`src/rtl/mem_port_arbiter_pkg.sv`:
```
// Shared types and constants for the instruction/data memory port arbiter.
package mem_port_arbiter_pkg;

  typedef enum logic [1:0] {IDLE, BUSY, RESP} state_t;

  typedef enum logic {OWN_I, OWN_D} owner_t;

  localparam logic [1:0] SZ_BYTE = 2'b00;
  localparam logic [1:0] SZ_HALF = 2'b01;
  localparam logic [1:0] SZ_WORD = 2'b10;

endpackage

```
`src/rtl/mem_port_arbiter_if.sv`:
```
// Fetch, data and memory-macro signals of the arbiter, grouped as one bundle.
// Optional bus_err exists only when MEM_PORT_ARBITER_TIMEOUT_EN is defined.
interface mem_port_arbiter_if #(
  parameter int ADDR_W = 32,
  parameter int DATA_W = 32
);

  logic              i_req;
  logic [ADDR_W-1:0] i_addr;
  logic              i_gnt;
  logic              i_rvalid;
  logic [DATA_W-1:0] i_rdata;

  logic              d_req;
  logic              d_we;
  logic [1:0]        d_size;
  logic [ADDR_W-1:0] d_addr;
  logic [DATA_W-1:0] d_wdata;
  logic              d_gnt;
  logic              d_rvalid;
  logic [DATA_W-1:0] d_rdata;

  logic              mem_en;
  logic              mem_we;
  logic [1:0]        mem_size;
  logic [ADDR_W-1:0] mem_addr;
  logic [DATA_W-1:0] mem_wdata;
  logic [DATA_W-1:0] mem_rdata;
  logic              mem_ready;
`ifdef MEM_PORT_ARBITER_TIMEOUT_EN
  logic              bus_err;
`endif

  // Arbiter side: takes requests and memory responses, drives grants and the memory bus.
  modport slave (
    input  i_req, i_addr, d_req, d_we, d_size, d_addr, d_wdata, mem_rdata, mem_ready,
    output i_gnt, i_rvalid, i_rdata, d_gnt, d_rvalid, d_rdata,
    output mem_en, mem_we, mem_size, mem_addr, mem_wdata
`ifdef MEM_PORT_ARBITER_TIMEOUT_EN
    , output bus_err
`endif
  );

  modport master (
    output i_req, i_addr, d_req, d_we, d_size, d_addr, d_wdata, mem_rdata, mem_ready,
    input  i_gnt, i_rvalid, i_rdata, d_gnt, d_rvalid, d_rdata,
    input  mem_en, mem_we, mem_size, mem_addr, mem_wdata
`ifdef MEM_PORT_ARBITER_TIMEOUT_EN
    , input bus_err
`endif
  );

endinterface

```
`src/rtl/mem_port_arb_sel.sv`:
```
// Fixed-priority D-over-I selection with a starvation counter that forces I through.
// o_grant is one-hot: bit 0 = fetch, bit 1 = data.
module mem_port_arb_sel #(
  parameter int STARVE_MAX = 4
) (
  input  logic       clock,
  input  logic       reset,
  input  logic       i_fetch_req,
  input  logic       i_data_req,
  input  logic       i_arbitrate,
  output logic [1:0] o_grant
);

  localparam logic [3:0] STARVE_LIM = 4'(STARVE_MAX);

  logic [3:0] r_starve;

  always_comb begin
    o_grant = 2'b00;
    if (i_arbitrate) begin
      if (i_data_req && (r_starve < STARVE_LIM)) begin
        o_grant = 2'b10;
      end else if (i_fetch_req) begin
        o_grant = 2'b01;
      end else if (i_data_req) begin
        o_grant = 2'b10;
      end
    end
  end

  // Only counts D wins that actually held a pending fetch back.
  always_ff @(posedge clock) begin
    if (reset) begin
      r_starve <= 4'd0;
    end else if (i_arbitrate) begin
      if (!i_fetch_req || o_grant[0]) begin
        r_starve <= 4'd0;
      end else if (o_grant[1] && (r_starve < STARVE_LIM)) begin
        r_starve <= r_starve + 4'd1;
      end
    end
  end

endmodule

```
`src/rtl/mem_port_arbiter.sv`:
```
// Single-port memory arbiter for fetch (I) and data (D) requesters: IDLE -> BUSY -> RESP.
// Define MEM_PORT_ARBITER_TIMEOUT_EN to add the BUSY watchdog and bus_err output.
module mem_port_arbiter
  import mem_port_arbiter_pkg::*;
#(
  parameter int ADDR_W         = 32,
  parameter int DATA_W         = 32,
  parameter int STARVE_MAX     = 4,
  parameter int TIMEOUT_CYCLES = 64
) (
  input logic               clock,
  input logic               reset,
  mem_port_arbiter_if.slave bus
);

  if (STARVE_MAX < 1 || STARVE_MAX > 15 || TIMEOUT_CYCLES < 1) begin : g_bad_param
    $error("mem_port_arbiter: STARVE_MAX must be 1..15 and TIMEOUT_CYCLES >= 1");
  end

  state_t            r_state;
  state_t            w_state_next;
  owner_t            r_owner;
  logic [ADDR_W-1:0] r_addr;
  logic              r_we;
  logic [1:0]        r_size;
  logic [DATA_W-1:0] r_wdata;
  logic [DATA_W-1:0] r_i_rdata;
  logic [DATA_W-1:0] r_d_rdata;
  logic [1:0]        w_grant;
  logic              w_arbitrate;
  logic              w_timeout;
  logic              w_finish;
  logic [DATA_W-1:0] w_resp_data;

  assign w_arbitrate = (r_state == IDLE) && !reset;

  mem_port_arb_sel #(
    .STARVE_MAX (STARVE_MAX)
  ) u_sel (
    .clock       (clock),
    .reset       (reset),
    .i_fetch_req (bus.i_req),
    .i_data_req  (bus.d_req),
    .i_arbitrate (w_arbitrate),
    .o_grant     (w_grant)
  );

`ifdef MEM_PORT_ARBITER_TIMEOUT_EN
  localparam int TMO_W = $clog2(TIMEOUT_CYCLES + 1);

  logic [TMO_W-1:0] r_tmo_cnt;
  logic             r_err;

  assign w_timeout = (r_state == BUSY) && !bus.mem_ready &&
                     (r_tmo_cnt == TMO_W'(TIMEOUT_CYCLES - 1));

  // r_err is set only on the BUSY->RESP abort edge, so it is high for that RESP cycle alone.
  always_ff @(posedge clock) begin
    if (reset) begin
      r_tmo_cnt <= '0;
      r_err     <= 1'b0;
    end else begin
      r_tmo_cnt <= (r_state == BUSY) ? r_tmo_cnt + 1'b1 : '0;
      r_err     <= w_timeout;
    end
  end
`else
  assign w_timeout = 1'b0;
`endif

  assign w_finish    = (r_state == BUSY) && (bus.mem_ready || w_timeout);
  assign w_resp_data = (bus.mem_ready && !r_we) ? bus.mem_rdata : '0;

  always_ff @(posedge clock) begin
    if (reset) begin
      r_state <= IDLE;
    end else begin
      r_state <= w_state_next;
    end
  end

  always_comb begin
    w_state_next  = r_state;
    bus.i_gnt     = w_grant[0];
    bus.d_gnt     = w_grant[1];
    bus.i_rvalid  = 1'b0;
    bus.d_rvalid  = 1'b0;
    bus.mem_en    = 1'b0;
    bus.mem_we    = 1'b0;
    bus.mem_size  = 2'b00;
    bus.mem_addr  = '0;
    bus.mem_wdata = '0;
`ifdef MEM_PORT_ARBITER_TIMEOUT_EN
    bus.bus_err   = 1'b0;
`endif
    case (r_state)
      IDLE: begin
        if (|w_grant) begin
          w_state_next = BUSY;
        end
      end
      BUSY: begin
        bus.mem_en    = 1'b1;
        bus.mem_we    = r_we;
        bus.mem_size  = r_size;
        bus.mem_addr  = r_addr;
        bus.mem_wdata = r_wdata;
        if (w_finish) begin
          w_state_next = RESP;
        end
      end
      RESP: begin
        bus.i_rvalid = (r_owner == OWN_I);
        bus.d_rvalid = (r_owner == OWN_D);
`ifdef MEM_PORT_ARBITER_TIMEOUT_EN
        bus.bus_err  = r_err;
`endif
        w_state_next = IDLE;
      end
      default: w_state_next = IDLE;
    endcase
  end

  // Transaction latch plus per-requester response data, which holds between pulses.
  always_ff @(posedge clock) begin
    if (reset) begin
      r_owner   <= OWN_I;
      r_addr    <= '0;
      r_we      <= 1'b0;
      r_size    <= 2'b00;
      r_wdata   <= '0;
      r_i_rdata <= '0;
      r_d_rdata <= '0;
    end else begin
      if (w_grant[1]) begin
        r_owner <= OWN_D;
        r_addr  <= bus.d_addr;
        r_we    <= bus.d_we;
        r_size  <= bus.d_size;
        r_wdata <= bus.d_wdata;
      end else if (w_grant[0]) begin
        r_owner <= OWN_I;
        r_addr  <= bus.i_addr;
        r_we    <= 1'b0;
        r_size  <= SZ_WORD;
        r_wdata <= '0;
      end
      if (w_finish) begin
        if (r_owner == OWN_I) begin
          r_i_rdata <= w_resp_data;
        end else begin
          r_d_rdata <= w_resp_data;
        end
      end
    end
  end

  assign bus.i_rdata = r_i_rdata;
  assign bus.d_rdata = r_d_rdata;

endmodule

```
`src/flat_wrapper.sv`:
```
// flat-port wrapper written by rule: the top's interface ports become plain ports
module mem_port_arbiter_flat import mem_port_arbiter_pkg::*;
#(
  parameter int ADDR_W         = 32,
  parameter int DATA_W         = 32,
  parameter int STARVE_MAX     = 4,
  parameter int TIMEOUT_CYCLES = 64
)
  (clock, reset, bus_i_req, bus_i_addr, bus_d_req, bus_d_we, bus_d_size, bus_d_addr, bus_d_wdata, bus_mem_rdata, bus_mem_ready, bus_i_gnt, bus_i_rvalid, bus_i_rdata, bus_d_gnt, bus_d_rvalid, bus_d_rdata, bus_mem_en, bus_mem_we, bus_mem_size, bus_mem_addr, bus_mem_wdata);
  mem_port_arbiter_if #(.ADDR_W(ADDR_W), .DATA_W(DATA_W)) bus_i ();
  input logic clock;
  input logic reset;
  input wire logic [$bits(bus_i.i_req)-1:0] bus_i_req;
  input wire logic [$bits(bus_i.i_addr)-1:0] bus_i_addr;
  input wire logic [$bits(bus_i.d_req)-1:0] bus_d_req;
  input wire logic [$bits(bus_i.d_we)-1:0] bus_d_we;
  input wire logic [$bits(bus_i.d_size)-1:0] bus_d_size;
  input wire logic [$bits(bus_i.d_addr)-1:0] bus_d_addr;
  input wire logic [$bits(bus_i.d_wdata)-1:0] bus_d_wdata;
  input wire logic [$bits(bus_i.mem_rdata)-1:0] bus_mem_rdata;
  input wire logic [$bits(bus_i.mem_ready)-1:0] bus_mem_ready;
  output wire logic [$bits(bus_i.i_gnt)-1:0] bus_i_gnt;
  output wire logic [$bits(bus_i.i_rvalid)-1:0] bus_i_rvalid;
  output wire logic [$bits(bus_i.i_rdata)-1:0] bus_i_rdata;
  output wire logic [$bits(bus_i.d_gnt)-1:0] bus_d_gnt;
  output wire logic [$bits(bus_i.d_rvalid)-1:0] bus_d_rvalid;
  output wire logic [$bits(bus_i.d_rdata)-1:0] bus_d_rdata;
  output wire logic [$bits(bus_i.mem_en)-1:0] bus_mem_en;
  output wire logic [$bits(bus_i.mem_we)-1:0] bus_mem_we;
  output wire logic [$bits(bus_i.mem_size)-1:0] bus_mem_size;
  output wire logic [$bits(bus_i.mem_addr)-1:0] bus_mem_addr;
  output wire logic [$bits(bus_i.mem_wdata)-1:0] bus_mem_wdata;
  assign bus_i.i_req = bus_i_req;
  assign bus_i.i_addr = bus_i_addr;
  assign bus_i.d_req = bus_d_req;
  assign bus_i.d_we = bus_d_we;
  assign bus_i.d_size = bus_d_size;
  assign bus_i.d_addr = bus_d_addr;
  assign bus_i.d_wdata = bus_d_wdata;
  assign bus_i.mem_rdata = bus_mem_rdata;
  assign bus_i.mem_ready = bus_mem_ready;
  assign bus_i_gnt = bus_i.i_gnt;
  assign bus_i_rvalid = bus_i.i_rvalid;
  assign bus_i_rdata = bus_i.i_rdata;
  assign bus_d_gnt = bus_i.d_gnt;
  assign bus_d_rvalid = bus_i.d_rvalid;
  assign bus_d_rdata = bus_i.d_rdata;
  assign bus_mem_en = bus_i.mem_en;
  assign bus_mem_we = bus_i.mem_we;
  assign bus_mem_size = bus_i.mem_size;
  assign bus_mem_addr = bus_i.mem_addr;
  assign bus_mem_wdata = bus_i.mem_wdata;
  mem_port_arbiter #(.ADDR_W(ADDR_W), .DATA_W(DATA_W), .STARVE_MAX(STARVE_MAX), .TIMEOUT_CYCLES(TIMEOUT_CYCLES)) u_core (.clock(clock), .reset(reset), .bus(bus_i));
endmodule
```
`config.mk`:
```
export PLATFORM = sky130hd
export DESIGN_NAME = mem_port_arbiter_flat
export DESIGN_NICKNAME = d
export VERILOG_FILES = /design/src/rtl/mem_port_arbiter_pkg.sv /design/src/rtl/mem_port_arbiter_if.sv /design/src/rtl/mem_port_arb_sel.sv /design/src/rtl/mem_port_arbiter.sv /design/src/flat_wrapper.sv
export SDC_FILE = /design/constraint.sdc
export NUM_CORES = 1
export LEC_CHECK = 0
export BUFFER_PORTS_ARGS = -buffer_cell sky130_fd_sc_hd__buf_4
export CAP_MARGIN = 20
export CELL_PAD_IN_SITES_DETAIL_PLACEMENT = 0
export CELL_PAD_IN_SITES_GLOBAL_PLACEMENT = 1
export CORE_MARGIN = 2
export CORE_UTILIZATION = 36
export DETAILED_ROUTE_END_ITERATION = 16
export GPL_TIMING_DRIVEN = 0
export PLACE_DENSITY_LB_ADDON = 0.1
export SLEW_MARGIN = 20
export SYNTH_ARGS = -nofsm -noshare
export SYNTH_HDL_FRONTEND = slang
export SYNTH_SLANG_ARGS = --single-unit
export TNS_END_PERCENT = 5
```
`constraint.sdc`:
```
create_clock -name clock -period 4.16 [get_ports clock]
set_clock_uncertainty 0.05 [all_clocks]
set_input_delay 0.416 -clock clock [delete_from_list [all_inputs] [get_ports clock]]
set_output_delay 0.416 -clock clock [all_outputs]
set_load 0.02 [all_outputs]
```
[After elaboration in Yosys (flattened, before gate mapping)]
Index checks and enable logic that the tools add are counted.
Word-level totals
  output and inout bits: 136
  bits in registers: 138
Cells by class
  bitwise operators: 1
  reduce and logical (&&, ||, !) cells: 17
  magnitude comparators: 1
  add/subtract/negate cells: 1
  equality and inequality tests: 4
  mux-type cells: 26
Operators with widths (count)
  32-bit two-way mux: 7
  2-bit two-way mux: 9
  4-bit two-way mux: 2
  2-bit AND reduction: 4
  1-bit two-way mux: 7
  1-bit logical AND: 5
  4-bit by 1-bit adder with 4-bit output, second input constant: 1
  4-bit by 3-bit < comparator with 1-bit output, second input constant: 1
  2-bit case mux with 2 select lines: 1
  2-bit nonzero test: 2
  1-bit logical NOT: 3
  2-bit by 1-bit equality test with 1-bit output, second input constant: 1
  2-bit equality test, second input constant: 1
  2-bit logical NOT: 1
  2-bit by 1-bit inequality test with 1-bit output, second input constant: 1
  2-bit inequality test, second input constant: 1
  2-bit OR reduction: 1
  1-bit logical OR: 1
  1-bit NOT: 1

[Longest topological paths before layout]
  depth after elaboration: 7
  mapped depth: 6
  gate-level depth less buffers: 4

[Cells and area by module]
Synthesis repeated with hierarchy kept, for this count alone.
Second synthesis, totals
  cells, all modules: 660
  area total of the unflattened synthesis: 6580.1 µm²
Modules (own cells, without submodules)
  mem_port_arbiter: times used 1, cells each 636, area an instance 6364.9 µm²
  mem_port_arb_sel: times used 1, cells each 24, area an instance 215.2 µm²

[Worst setup path before layout]
Ideal clock, no wire load.
  path kind: input port to output port
  from: input reset
  to: output bus_i_gnt
  slack: 2.087 ns
  required time: 3.694 ns
  buffers on the path: 3
  stages on the path: 5
  arrival: 1.607 ns
  cells stage by stage: buf_2 or3_1 buf_2 buf_2 nor3_2
Between the ends
  word-level cells in the longest chain between the ends: 3
Ends and longest elaborated chain
  start, declared: line flat_wrapper.sv:12  | input logic reset;
  1-bit logical NOT: line mem_port_arbiter.sv:35  | assign w_arbitrate = (r_state == IDLE) && !reset;
  1-bit logical AND: line mem_port_arbiter.sv:35
  2-bit two-way mux: line mem_port_arb_sel.sv:20  | if (i_arbitrate) begin
  end, declared: line flat_wrapper.sv:22  | output wire logic [$bits(bus_i.i_gnt)-1:0] bus_i_gnt;
No other way between the ends.

[Worst setup path after layout]
  from: register u_core.r_state[0]
  to: output bus_mem_addr[2]
Between the ends
  word-level cells in the longest chain between the ends: 2
Ends and longest elaborated chain
  start, declared: line mem_port_arbiter.sv:20  | state_t r_state;
  start signal, assigned: line mem_port_arbiter.sv:78  | r_state <= w_state_next;
  2-bit by 1-bit equality test with 1-bit output: line mem_port_arbiter.sv:96  | case (r_state)
  32-bit two-way mux: line mem_port_arbiter.sv:96
  end, declared: line flat_wrapper.sv:31  | output wire logic [$bits(bus_i.mem_addr)-1:0] bus_mem_addr;
No other way between the ends.

==> flow_summary.json <==
{
  "avgRoutedWirePerCell_um": 16.55,
  "post_cts_buffers": 0,
  "dp_hpwl_mm": 15.71,
  "clockBufferDepth": 2,
  "synth_cells": 755,
  "maxSlewViolCount": 0,
  "finalCriticalPeriod_ps": 3017,
  "viasPerCell": 5.166,
  "ys_seq_elements": 138,
  "fin_nets": 1180,
  "tritoncts": "done",
  "die_y_um": 133.6,
  "p_per_area_nw_per_um2": 369.9,
  "startpoint_type": "register",
  "stdcell_area_um2": 8899,
  "std_cell_rows": 47,
  "cts-resized-gates": 0,
  "worstHoldPathCells": 3,
  "postRouteAntennaNets": 0,
  "crit_required_ps": 3690,
  "hold_end": "u_core.r_wdata[17]",
  "ir_drop_mv": 0.2735,
  "path_class": "register to output pin",
  "synthAdderAreaFrac_pct": 0.2069,
  "cts_hold_buf": 0,
  "rsz0062_at_grt": "no",
  "synth_ff_type": "dfxtp_1",
  "cts.sinks": 138,
  "synth.area.top_cells": "dfxtp_1 (46%), a21oi_1 (11%), nand3_1 (8.1%), and2_1 (6.9%), nor3_1 (5.2%)",
  "r2r_cells": 5,
  "htreeDepth": 4,
  "yosys.area.top_type": "dfxtp_1",
  "drive_gt1_share_pct": 31.25,
  "holdCritPathClass": "input port to register",
  "die_x_um": 133.6,
  "core-area_um2": 16520,
  "antenna_found_initial": 1,
  "reg2reg_to": "u_core.r_state[0]",
  "place_congestion": 0.8141,
  "synthTopCellsByCount": "dfxtp_1 (138), a21oi_1 (133), nand3_1 (98)",
  "setup_violations": 0,
  "cts.clk_slew.worst_paths_ps": 60,
  "cap_viol_max_count": 0,
  "first_iter_violations": 297,
  "first_pass_iters": 4,
  "wl_mm": 21.13,
  "initial_utilization_pct": 36.59,
  "synth-seq-area-share_pct": 45.69,
  "cts_root_buf": "clkbuf_16",
  "relSlewSlack_pct": 46.12,
  "syn_avg_cell_area_um2": 8.009,
  "dpl_cell_area_um2": 8342,
  "synth_compound_area_share_pct": 20.34,
  "vias": 6597,
  "grt_pass1_vias": 6104,
  "synth_async_sr_flop_share_pct": 0,
  "outcome": "finished, final reports clean",
  "synth.distinct_cells": 39,
  "grt_max_degree": 17,
  "cp.arrival_ps": 2550,
  "clk_latency_ps": 420,
  "syn_nets": 892,
  "min-delay-start": "bus_d_wdata[17]",
  "worstPathMaxFanout": 10,
  "yosys.area_share.xor_xnor_pct": 0,
  "overflow": 0,
  "rrSetupSlack_ps": 1980,
  "period_share_pct": 72.53,
  "track_usage_pct": 22.93,
  "finalHoldViolations": 0,
  "synth.most_common_cell": "dfxtp_1",
  "syn_area_um2": 6047,
  "total_leakage_power_nw": 3.597,
  "tns_ps": 0,
  "yosys_warnings": 0,
  "synth_edf_count": 0,
  "numCtsBuffers": 17,
  "synth-simple-area-share_pct": 27.83,
  "grt_pass1_wl_mm": 32.64,
  "timing.rr.start": "u_core.r_state[0]",
  "yosys.area.top_type_share_pct": 45.69,
  "synthToLayoutAreaGrowth_pct": 47.15,
  "max_freq_mhz": 331.4,
  "crit_path_start": "u_core.r_state[0]",
  "io_buffers": 269,
  "worst_pin_slew_ps": 806.5,
  "die_area_um2": 17850,
  "io_pins": 272,
  "synth_top_family_by_area": "simple AND/OR/NAND/NOR gates",
  "end_kind": "output pin",
  "drc": 0,
  "synthMuxAreaShare_pct": 0
}
stage by stage:
stage	hold slack [ps]	util [%]	instances	setup WS [ps]	power (mW)
after floorplan	398.9	-	755	2087	1.663
after global placement	392.8	50.48	1244	1570	1.884
after detailed placement	397.1	50.48	1244	1534	1.885
after CTS	193.9	53.84	1276	1079	3.317
after global routing	200.3	53.85	1277	957.1	3.425
final	205.4	53.85	1277	1143	3.292
layer usage:
metal | up-vias | GRT usage, % | wire (µm)
met2 | 223 | 35.02 | 9690
li1 | 3256 | - | -
met3 | 30 | 5.403 | 1393
met4 | 0 | 9.161 | 450
met5 | - | 0 | 0
met1 | 3088 | 31.29 | 9595
worst max path at each step:
stage,endpoint,slack (ps),cells past startpoint
after detailed placement,bus_mem_addr[2],1530,5
after global placement,bus_mem_addr[2],1570,5
after CTS,bus_mem_addr[2],1080,5
after global routing,bus_mem_addr[3],960,5
final,bus_mem_addr[2],1140,5
after floorplan,bus_i_gnt,2090,5
area by class of cell:
cell class,instances,area [µm²]
flip-flops and latches,138,2763
well taps,220,275.3
plain buffers,85,344.1
multi-input cells,528,2925
clock buffers,18,429.2
diodes,1,2.502
inverters,4,15.01
repair buffers,269,2019
fillers,1679,7626
clock inverters,14,125.1
cell families after synthesis:
| logic type | Yosys count |
|---|---|
| simple gates | 319 |
| compound gates | 208 |
| flops | 138 |
| buf+inv | 89 |
| fa+ha+maj | 1 |
placed cells by master (no fill, tap or decap), types with 2 or more instances in the layout:
master / synthesis / layout
clkbuf_1: 56 / 57
inv_8: 0 / 3
buf_1: 9 / 9
a2111oi_0: 4 / 4
nor3b_1: 3 / 3
nor2b_1: 2 / 2
o21ai_0: 38 / 38
nor3_1: 63 / 63
dfxtp_1: 138 / 138
buf_2: 19 / 19
a2111oi_2: 5 / 5
and2_1: 67 / 67
nand3_1: 98 / 98
a21oi_1: 133 / 133
nor2_1: 4 / 4
nand4_1: 2 / 2
buf_4: 0 / 269
nand4b_1: 3 / 3
nand2_1: 65 / 65
clkinvlp_4: 0 / 4
clkbuf_16: 0 / 17
a2111oi_1: 22 / 22
inv_1: 4 / 4
inv_6: 0 / 7
report_power, final:
part / switching (mW) / internal, mW / leakage [nW] / total, mW
combinational: 0.257 / 0.197 / 2.21 / 0.454
clock: 0.649 / 0.787 / 0.261 / 1.44
sequential: 0.0259 / 1.38 / 1.12 / 1.40
total: 0.932 / 2.36 / 3.60 / 3.29
flip-flops by register name, summed over array words and instances (netlist names):
name	cells
u_core.bus.d_rdata	32
u_core.bus.i_rdata	32
u_core.r_addr	32
u_core.r_owner	1
u_core.r_size	2
u_core.r_state	2
u_core.r_wdata	32
u_core.r_we	1
u_core.u_sel.r_starve	4
critical path, cell delays in order (launching register included):
cell,delay (ps)
dfxtp_1,450
buf_2,260
nor2b_1,610
clkbuf_1,430
and2_1,230
buf_4,150
(Power assumes the default switching activity.)
